**config.mk**
```make
export PLATFORM = sky130hd
export DESIGN_NAME = seq_alu_flat
export DESIGN_NICKNAME = d
export VERILOG_FILES = /design/src/rtl/seq_alu_if.sv /design/src/rtl/seq_alu.sv /design/src/flat_wrapper.sv
export SDC_FILE = /design/constraint.sdc
export NUM_CORES = 2
export LEC_CHECK = 0
export ABC_CLOCK_PERIOD_IN_PS = 17580
export BUFFER_PORTS_ARGS = -buffer_cell sky130_fd_sc_hd__buf_2
export CORE_MARGIN = 1
export CORE_UTILIZATION = 38
export CTS_CLUSTER_SIZE = 24
export DETAILED_ROUTE_END_ITERATION = 8
export PLACE_DENSITY = 0.6
export SKIP_CTS_REPAIR_TIMING = 1
export SLEW_MARGIN = 20
export SYNTH_ARGS = -nofsm -noshare
export SYNTH_HDL_FRONTEND = slang
export SYNTH_SLANG_ARGS = --single-unit
```
**constraint.sdc**
```tcl
create_clock -name clk -period 17.58 [get_ports clk]
set_input_delay 1.758 -clock clk [delete_from_list [all_inputs] [get_ports clk]]
set_output_delay 1.758 -clock clk [all_outputs]
set_load 0.05 [all_outputs]
```
**src/rtl/seq_alu_if.sv**
```systemverilog
// Request/response channel of seq_alu: valid/ready request with operands,
// valid/ready result with zero and illegal flags.
interface seq_alu_if #(
  parameter int WIDTH    = 32,
  parameter int OP_WIDTH = 5
);
  logic                in_valid;
  logic                in_ready;
  logic [WIDTH-1:0]    a;
  logic [WIDTH-1:0]    b;
  logic [OP_WIDTH-1:0] op;
  logic                out_valid;
  logic                out_ready;
  logic [WIDTH-1:0]    res;
  logic                zero;
  logic                illegal;

  modport master (
    output in_valid, a, b, op, out_ready,
    input  in_ready, out_valid, res, zero, illegal
  );

  modport slave (
    input  in_valid, a, b, op, out_ready,
    output in_ready, out_valid, res, zero, illegal
  );
endinterface

```
**src/rtl/seq_alu.sv**
```systemverilog
// Sequential integer ALU: single-cycle logic/arith ops, WIDTH-cycle shift-add
// multiply and WIDTH-cycle restoring divide, behind a valid/ready handshake.
module seq_alu #(
  parameter int WIDTH    = 32,
  parameter int OP_WIDTH = 5
) (
  input logic     clk,
  input logic     rst,
  seq_alu_if.slave bus
);

  localparam int SH_W  = $clog2(WIDTH);
  localparam int CNT_W = $clog2(WIDTH);
  localparam logic [CNT_W-1:0] CNT_LAST = CNT_W'(WIDTH - 1);

  localparam logic [OP_WIDTH-1:0] OP_ADD    = OP_WIDTH'(0);
  localparam logic [OP_WIDTH-1:0] OP_SUB    = OP_WIDTH'(1);
  localparam logic [OP_WIDTH-1:0] OP_AND    = OP_WIDTH'(2);
  localparam logic [OP_WIDTH-1:0] OP_OR     = OP_WIDTH'(3);
  localparam logic [OP_WIDTH-1:0] OP_XOR    = OP_WIDTH'(4);
  localparam logic [OP_WIDTH-1:0] OP_SLL    = OP_WIDTH'(5);
  localparam logic [OP_WIDTH-1:0] OP_SRL    = OP_WIDTH'(6);
  localparam logic [OP_WIDTH-1:0] OP_SRA    = OP_WIDTH'(7);
  localparam logic [OP_WIDTH-1:0] OP_SLT    = OP_WIDTH'(8);
  localparam logic [OP_WIDTH-1:0] OP_SLTU   = OP_WIDTH'(9);
  localparam logic [OP_WIDTH-1:0] OP_COPY1  = OP_WIDTH'(10);
  localparam logic [OP_WIDTH-1:0] OP_COPY2  = OP_WIDTH'(11);
  localparam logic [OP_WIDTH-1:0] OP_JALR   = OP_WIDTH'(12);
  localparam logic [OP_WIDTH-1:0] OP_MUL    = OP_WIDTH'(13);
  localparam logic [OP_WIDTH-1:0] OP_MULH   = OP_WIDTH'(14);
  localparam logic [OP_WIDTH-1:0] OP_MULHSU = OP_WIDTH'(15);
  localparam logic [OP_WIDTH-1:0] OP_MULHU  = OP_WIDTH'(16);
  localparam logic [OP_WIDTH-1:0] OP_DIV    = OP_WIDTH'(17);
  localparam logic [OP_WIDTH-1:0] OP_DIVU   = OP_WIDTH'(18);
  localparam logic [OP_WIDTH-1:0] OP_REM    = OP_WIDTH'(19);
  localparam logic [OP_WIDTH-1:0] OP_REMU   = OP_WIDTH'(20);

  typedef enum logic [1:0] {IDLE, MUL, DIV, DONE} state_e;

  function automatic logic [WIDTH-1:0] alu_fn(input logic [OP_WIDTH-1:0] op,
                                              input logic [WIDTH-1:0]    a,
                                              input logic [WIDTH-1:0]    b);
    logic [SH_W-1:0]  sh;
    logic [WIDTH-1:0] r;
    sh = b[SH_W-1:0];
    r  = '0;
    case (op)
      OP_ADD:   r = a + b;
      OP_SUB:   r = a - b;
      OP_AND:   r = a & b;
      OP_OR:    r = a | b;
      OP_XOR:   r = a ^ b;
      OP_SLL:   r = a << sh;
      OP_SRL:   r = a >> sh;
      OP_SRA:   r = $signed(a) >>> sh;
      OP_SLT:   r = {{(WIDTH-1){1'b0}}, ($signed(a) < $signed(b))};
      OP_SLTU:  r = {{(WIDTH-1){1'b0}}, (a < b)};
      OP_COPY1: r = a;
      OP_COPY2: r = b;
      OP_JALR: begin
        r    = a + b;
        r[0] = 1'b0;
      end
      default:  r = '0;
    endcase
    return r;
  endfunction

  function automatic logic is_mul_op(input logic [OP_WIDTH-1:0] op);
    return (op >= OP_MUL) && (op <= OP_MULHU);
  endfunction

  function automatic logic is_div_op(input logic [OP_WIDTH-1:0] op);
    return (op >= OP_DIV) && (op <= OP_REMU);
  endfunction

  state_e              state_q;
  logic                out_valid_q;
  logic                zero_q;
  logic                illegal_q;
  logic [WIDTH-1:0]    res_q;
  logic [CNT_W-1:0]    cnt_q;

  logic [OP_WIDTH-1:0] op_q;
  logic [WIDTH-1:0]    a_q;
  logic                neg_q;
  logic                rneg_q;
  logic                dz_q;
  logic [2*WIDTH-1:0]  mcand_q;
  logic [2*WIDTH-1:0]  prod_q;
  logic [WIDTH-1:0]    mplier_q;
  logic [WIDTH-1:0]    rem_q;
  logic [WIDTH-1:0]    dvd_q;
  logic [WIDTH-1:0]    dvs_q;

  logic                accept;
  logic                a_neg_d;
  logic                b_neg_d;
  logic [WIDTH-1:0]    a_mag_d;
  logic [WIDTH-1:0]    b_mag_d;
  logic [WIDTH-1:0]    alu_res_d;
  logic [2*WIDTH-1:0]  prod_d;
  logic [2*WIDTH-1:0]  prod_fix_d;
  logic [WIDTH-1:0]    mul_res_d;
  logic [WIDTH:0]      trial_d;
  logic                ge_d;
  logic [WIDTH-1:0]    rem_d;
  logic [WIDTH-1:0]    quo_d;
  logic [WIDTH-1:0]    div_res_d;

  assign bus.in_ready  = (state_q == IDLE) || ((state_q == DONE) && bus.out_ready);
  assign accept        = bus.in_valid && bus.in_ready;
  assign bus.out_valid = out_valid_q;
  assign bus.res       = res_q;
  assign bus.zero      = zero_q;
  assign bus.illegal   = illegal_q;

  // Operand magnitudes: the iterative units always work unsigned, sign is fixed at the end
  always_comb begin
    a_neg_d   = 1'b0;
    b_neg_d   = 1'b0;
    if ((bus.op == OP_MULH) || (bus.op == OP_MULHSU) || (bus.op == OP_DIV) || (bus.op == OP_REM))
      a_neg_d = bus.a[WIDTH-1];
    if ((bus.op == OP_MULH) || (bus.op == OP_DIV) || (bus.op == OP_REM))
      b_neg_d = bus.b[WIDTH-1];
    a_mag_d   = a_neg_d ? -bus.a : bus.a;
    b_mag_d   = b_neg_d ? -bus.b : bus.b;
    alu_res_d = alu_fn(bus.op, bus.a, bus.b);
  end

  always_comb begin
    prod_d     = prod_q + (mplier_q[0] ? mcand_q : '0);
    prod_fix_d = neg_q ? -prod_d : prod_d;
    mul_res_d  = (op_q == OP_MUL) ? prod_fix_d[WIDTH-1:0] : prod_fix_d[2*WIDTH-1:WIDTH];

    trial_d    = {rem_q, dvd_q[WIDTH-1]};
    ge_d       = trial_d >= {1'b0, dvs_q};
    rem_d      = ge_d ? (trial_d[WIDTH-1:0] - dvs_q) : trial_d[WIDTH-1:0];
    quo_d      = {dvd_q[WIDTH-2:0], ge_d};
    div_res_d  = '0;
    if ((op_q == OP_DIV) || (op_q == OP_DIVU))
      div_res_d = dz_q ? '1 : (neg_q ? -quo_d : quo_d);
    else
      div_res_d = dz_q ? a_q : (rneg_q ? -rem_d : rem_d);
  end

  // Iteration datapath: loaded on accept, stepped once per cycle in MUL/DIV
  always_ff @(posedge clk) begin
    if (accept) begin
      op_q     <= bus.op;
      a_q      <= bus.a;
      dz_q     <= (bus.b == '0);
      neg_q    <= a_neg_d ^ b_neg_d;
      rneg_q   <= a_neg_d;
      mcand_q  <= {{WIDTH{1'b0}}, a_mag_d};
      mplier_q <= b_mag_d;
      prod_q   <= '0;
      rem_q    <= '0;
      dvd_q    <= a_mag_d;
      dvs_q    <= b_mag_d;
    end else if (state_q == MUL) begin
      prod_q   <= prod_d;
      mcand_q  <= mcand_q << 1;
      mplier_q <= mplier_q >> 1;
    end else if (state_q == DIV) begin
      rem_q    <= rem_d;
      dvd_q    <= quo_d;
    end
  end

  always_ff @(posedge clk) begin
    if (rst) begin
      state_q     <= IDLE;
      out_valid_q <= 1'b0;
      res_q       <= '0;
      zero_q      <= 1'b1;
      illegal_q   <= 1'b0;
      cnt_q       <= '0;
    end else begin
      case (state_q)
        IDLE, DONE: begin
          if (accept) begin
            cnt_q <= '0;
            if (is_mul_op(bus.op)) begin
              state_q     <= MUL;
              out_valid_q <= 1'b0;
            end else if (is_div_op(bus.op)) begin
              state_q     <= DIV;
              out_valid_q <= 1'b0;
            end else begin
              state_q     <= DONE;
              out_valid_q <= 1'b1;
              res_q       <= alu_res_d;
              zero_q      <= (alu_res_d == '0);
              illegal_q   <= (bus.op > OP_REMU);
            end
          end else if ((state_q == DONE) && bus.out_ready) begin
            state_q     <= IDLE;
            out_valid_q <= 1'b0;
          end
        end
        MUL: begin
          cnt_q <= cnt_q + CNT_W'(1);
          if (cnt_q == CNT_LAST) begin
            state_q     <= DONE;
            out_valid_q <= 1'b1;
            res_q       <= mul_res_d;
            zero_q      <= (mul_res_d == '0);
            illegal_q   <= 1'b0;
            cnt_q       <= '0;
          end
        end
        DIV: begin
          cnt_q <= cnt_q + CNT_W'(1);
          if (cnt_q == CNT_LAST) begin
            state_q     <= DONE;
            out_valid_q <= 1'b1;
            res_q       <= div_res_d;
            zero_q      <= (div_res_d == '0);
            illegal_q   <= 1'b0;
            cnt_q       <= '0;
          end
        end
        default: begin
          state_q     <= IDLE;
          out_valid_q <= 1'b0;
        end
      endcase
    end
  end

endmodule

```
**src/flat_wrapper.sv**
```systemverilog
// flat-port wrapper written by rule: the top's interface ports become plain ports
module seq_alu_flat 
#(
  parameter int WIDTH    = 32,
  parameter int OP_WIDTH = 5
)
  (clk, rst, bus_in_valid, bus_a, bus_b, bus_op, bus_out_ready, bus_in_ready, bus_out_valid, bus_res, bus_zero, bus_illegal);
  seq_alu_if #(.WIDTH(WIDTH), .OP_WIDTH(OP_WIDTH)) bus_i ();
  input logic clk;
  input logic rst;
  input wire logic [$bits(bus_i.in_valid)-1:0] bus_in_valid;
  input wire logic [$bits(bus_i.a)-1:0] bus_a;
  input wire logic [$bits(bus_i.b)-1:0] bus_b;
  input wire logic [$bits(bus_i.op)-1:0] bus_op;
  input wire logic [$bits(bus_i.out_ready)-1:0] bus_out_ready;
  output wire logic [$bits(bus_i.in_ready)-1:0] bus_in_ready;
  output wire logic [$bits(bus_i.out_valid)-1:0] bus_out_valid;
  output wire logic [$bits(bus_i.res)-1:0] bus_res;
  output wire logic [$bits(bus_i.zero)-1:0] bus_zero;
  output wire logic [$bits(bus_i.illegal)-1:0] bus_illegal;
  assign bus_i.in_valid = bus_in_valid;
  assign bus_i.a = bus_a;
  assign bus_i.b = bus_b;
  assign bus_i.op = bus_op;
  assign bus_i.out_ready = bus_out_ready;
  assign bus_in_ready = bus_i.in_ready;
  assign bus_out_valid = bus_i.out_valid;
  assign bus_res = bus_i.res;
  assign bus_zero = bus_i.zero;
  assign bus_illegal = bus_i.illegal;
  seq_alu #(.WIDTH(WIDTH), .OP_WIDTH(OP_WIDTH)) u_core (.clk(clk), .rst(rst), .bus(bus_i));
endmodule
```
==> impl_metrics.csv <==
group,metric,value,unit
clock_tree,clk_pin_slew_worst_paths,0.06,ns
routing,drtIter0Drc,4909,
critical_path,cp.depth,22,
layout,instances_no_fill,5929,
critical_path,rrSetupSlack,9.49,ns
clock_tree,h-tree-depth,2,
routing,num_vias,38779,
die,die_h,311,um
layout,fin_util,41.8,%
die,coreArea,93900,sq um
die,rows,112,
sta,rsz0062_at_grt,"no",
grt,grt_antenna_before_repair,8,
sta,drv_slew,0,
yosys,syn_area_per_cell,7.63,sq um
routing,wl_per_cell,28.4,um
clock_tree,cts_tree,"done",
critical_path,reg2reg_from,"u_core.mplier_q[0]$_DFFE_PP_",
clock_tree,clockBufferDepth,3,
critical_path,crit_required,18.13,ns
layout,drive_above_1_share,9.14,%
die,die-area,96600,sq um
critical_path,max_stage_delay,0.95,ns
clock_tree,root_buffer,"clkbuf_16",
power_and_ir_drop,p_leak,15.0,nW
sta,tightest_slew,1.23,ns
sta,fin_crit,8.21,ns
routing,route.antenna.remaining_nets,0,
routing,drc,0,
critical_path,critPathLaunchType,"input port",
die,initial_core_util,38.6,%
grt,grt_max_degree,134,
yosys,yosys_warnings,0,
sta,finalClockSkew,0.0366,ns
layout,seq_area,8450,sq um
grt,grtUsageTotal,33.5,%
yosys,syn-cell-area,36200,sq um
yosys,ys_seq_area_share,23.3,%
layout,fillers,9803,
critical_path,reg2reg_to,"u_core.bus.zero$_SDFFE_PP1P_",
critical_path,startpoint,"bus_b[1]",
critical_path,endpoint,"u_core.bus.zero$_SDFFE_PP1P_",
critical_path,reg2reg_depth,21,
routing,first_pass_iters,9,
critical_path,cp-end-kind,"register",
grt,grt_overflow,0,
layout,nets,4916,
layout,synthToLayoutAreaGrowth,8.30,%
sta,hold_slack,0.455,ns
critical_path,worst-setup-path-type,"in -> reg",
sta,setup-tns-final,0,ns
sta,finalSetupViolCount,0,
clock_tree,cts_buffers,45,
yosys,synth_seq_cells,338,
critical_path,path_cells,"buf_2 > buf_4 > inv_2 > buf_4 > ha_1 > o21bai_1 > a2111oi_1 > nor3_1 > a211oi_1 > nor2_1 > nor3_1 > nand3b_1 > nand4_1 > nand3_1 > or4_1 > or4_1 > nor3_1 > nand4_1 > or4_1 > nor4_1 > a211oi_1 > o21bai_1",
grt,grt_pass1_wl,245,mm
flow_run,cap_violations,0,
worst_hold_path,min_path_type,"reg -> reg",
placed_design,dp_cells,5842,
placed_design,port_buffers,108,
power_and_ir_drop,finalPower,5.72,mW
power_and_ir_drop,vdd_ir_drop_max,0.0904,mV
sta,maxSlewHeadroom,16.0,%
power_and_ir_drop,power.density,146,nW/um^2
sta,fmax,122,MHz
yosys,ys_types,104,
yosys,dominantRegCellSynth,"dfxtp_1",
yosys,synth-edff-count,168,
critical_path,crit_buf_inv,4,
routing,routed_wl,168,mm
die,ios,109,
sta,hold_viol,0,
routing,post_drt_via_cell_ratio,6.54,
status,status,"completed",
clock_tree,clk-insertion-delay-late,0.64,ns
critical_path,crit_fanout,44,
layout,multi_input_area,25900,sq um
clock_tree,clkSinkCount,338,
critical_path,cp.arrival,8.76,ns
yosys,synth_cells,4747,
critical_path,cp_top_family,"simple AND/OR/NAND/NOR gates",
grt,grt_pass1_vias,36171,
sta,fin_crit_sh,46.7,%
yosys,synth-async-reset-ratio,0,%
die,die_x,311,um
worst_hold_path,holdPathStages,2,
placed_design,dpl.hpwl,127,mm
placed_design,gp_congestion,1.02,
critical_path,slowest_stage,"a2111oi_1",
yosys,syn-num-nets,5028,
[cells by family (layout without fill, tap and decap cells)]
| group | after synthesis | count (layout) | share of synthesized area (%) |
|---|---|---|---|
| xor gates and xnor gates | 170 | 170 | 4.13 |
| muxes | 225 | 225 | 8.21 |
| other | 0 | 4 | 0 |
| adders and majority gates | 208 | 208 | 7.27 |
| and+or+nand+nor | 1812 | 1812 | 24.1 |
| AOI/OAI and AO/OA | 1476 | 1476 | 27.5 |
| buffers and inverters | 518 | 442 | 5.47 |
| DFF | 338 | 338 | 23.3 |
[area by class of cell]
| class | count | area share [%] |
|---|---|---|
| clock inverters | 23 | 0.679 |
| clock buffers | 60 | 3.28 |
| multi-input cells | 3891 | 66.0 |
| diodes | 4 | 0.0255 |
| flip-flops and latches | 338 | 21.5 |
| well taps | 1254 | 4.00 |
| repair buffers | 183 | 2.81 |
| inverters | 176 | 1.70 |
[synth_stat cells (61+ instances only)]
cell type / count / area share [%]
nor2_1: 557 / 5.8
nand2_1: 472 / 4.9
a21oi_1: 371 / 5.1
clkbuf_1: 288 / 3.0
o21ai_0: 272 / 3.8
ha_1: 204 / 7.0
inv_1: 171 / 1.8
dfxtp_1: 170 / 9.4
edfxtp_1: 168 / 14
mux2i_1: 152 / 4.2
nor3_1: 132 / 1.8
nand3_1: 124 / 1.7
xnor2_1: 123 / 3.0
a211oi_1: 98 / 2.0
and2_1: 88 / 1.5
o21a_1: 88 / 1.8
or3_1: 73 / 1.3
a21o_1: 67 / 1.4
a221oi_1: 61 / 1.5
[per-stage QoR]
| stage | instance area (sq um) | setup slack (ns) |
|---|---|---|
| 2_1_floorplan | 36200 | 9.98 |
| 3_3_place_gp | 37600 | 9.01 |
| 3_5_place_dp | 37700 | 8.99 |
| 4_1_cts | 39200 | 9.65 |
| 5_1_grt | 39200 | 9.09 |
| 6_report | 39200 | 9.37 |
[sequential cells by signal, indices dropped and copies added (netlist names)]
register,cells
u_core.mcand_q,64
u_core.bus.res,32
u_core.neg_q,1
u_core.mplier_q,32
u_core.rneg_q,1
u_core.dvs_q,32
u_core.dvd_q,32
u_core.state_q,2
u_core.cnt_q,5
u_core.bus.out_valid,1
u_core.bus.zero,1
u_core.rem_q,32
u_core.dz_q,1
u_core.op_q,5
u_core.a_q,32
u_core.bus.illegal,1
u_core.prod_q,64
[tightest hold or removal path, stage by stage, from the launching register on]
cell	delay, ns
dfxtp_1	0.31
nand2_1	0.05
a21oi_1	0.05
[worst min-delay path by stage]
stage / from / to / slack [ns]
2_1_floorplan: u_core.prod_q[57]$_SDFFE_PP0P_ / u_core.prod_q[57]$_SDFFE_PP0P_ / 0.45
3_3_place_gp: u_core.bus.res[8]$_SDFFE_PP0P_ / u_core.bus.res[8]$_SDFFE_PP0P_ / 0.44
3_5_place_dp: u_core.bus.res[8]$_SDFFE_PP0P_ / u_core.bus.res[8]$_SDFFE_PP0P_ / 0.45
4_1_cts: u_core.bus.res[8]$_SDFFE_PP0P_ / u_core.bus.res[8]$_SDFFE_PP0P_ / 0.46
5_1_grt: u_core.bus.res[8]$_SDFFE_PP0P_ / u_core.bus.res[8]$_SDFFE_PP0P_ / 0.48
6_report: u_core.bus.res[8]$_SDFFE_PP0P_ / u_core.bus.res[8]$_SDFFE_PP0P_ / 0.45
[routing by layer]
| layer | GRT usage (%) | wire length (um) | vias up |
|---|---|---|---|
| met5 | 0 | 29 | - |
| met4 | 19.2 | 11100 | 4 |
| met3 | 5.99 | 14800 | 473 |
| met2 | 53.0 | 75000 | 2110 |
| met1 | 42.7 | 67500 | 18649 |
| li1 | - | - | 17543 |
[report_power, final]
group          internal [mW]  switching, mW  leakage [nW]
registers               1.14          0.192          2.99
logic                   1.04           2.35          11.3
clock network          0.589          0.406         0.760
total                   2.77           2.95          15.0
[placed cells by master, fill, tap and decap left out, types with 28 or more instances in the layout]
cell type / Yosys / final
nor2_1: 557 / 553
nand2_1: 472 / 470
a21oi_1: 371 / 370
o21ai_0: 272 / 271
ha_1: 204 / 201
inv_1: 171 / 171
dfxtp_1: 170 / 170
edfxtp_1: 168 / 168
mux2i_1: 152 / 152
nor3_1: 132 / 130
nand3_1: 124 / 123
xnor2_1: 123 / 123
buf_2: 13 / 108
a211oi_1: 98 / 97
o21a_1: 88 / 88
and2_1: 88 / 88
buf_4: 1 / 75
or3_1: 73 / 71
a21o_1: 67 / 67
a221oi_1: 61 / 61
o211ai_1: 58 / 58
nand4_1: 57 / 57
mux4_2: 56 / 56
clkbuf_16: 0 / 48
a31oi_1: 47 / 47
xor2_1: 46 / 46
and3_1: 40 / 40
nor4_1: 40 / 40
nand2b_1: 39 / 39
o31ai_1: 39 / 39
or2_2: 33 / 33
a22oi_1: 31 / 31
or4_1: 29 / 29
o22ai_1: 28 / 28
Power figures use the tool's default switching activity.
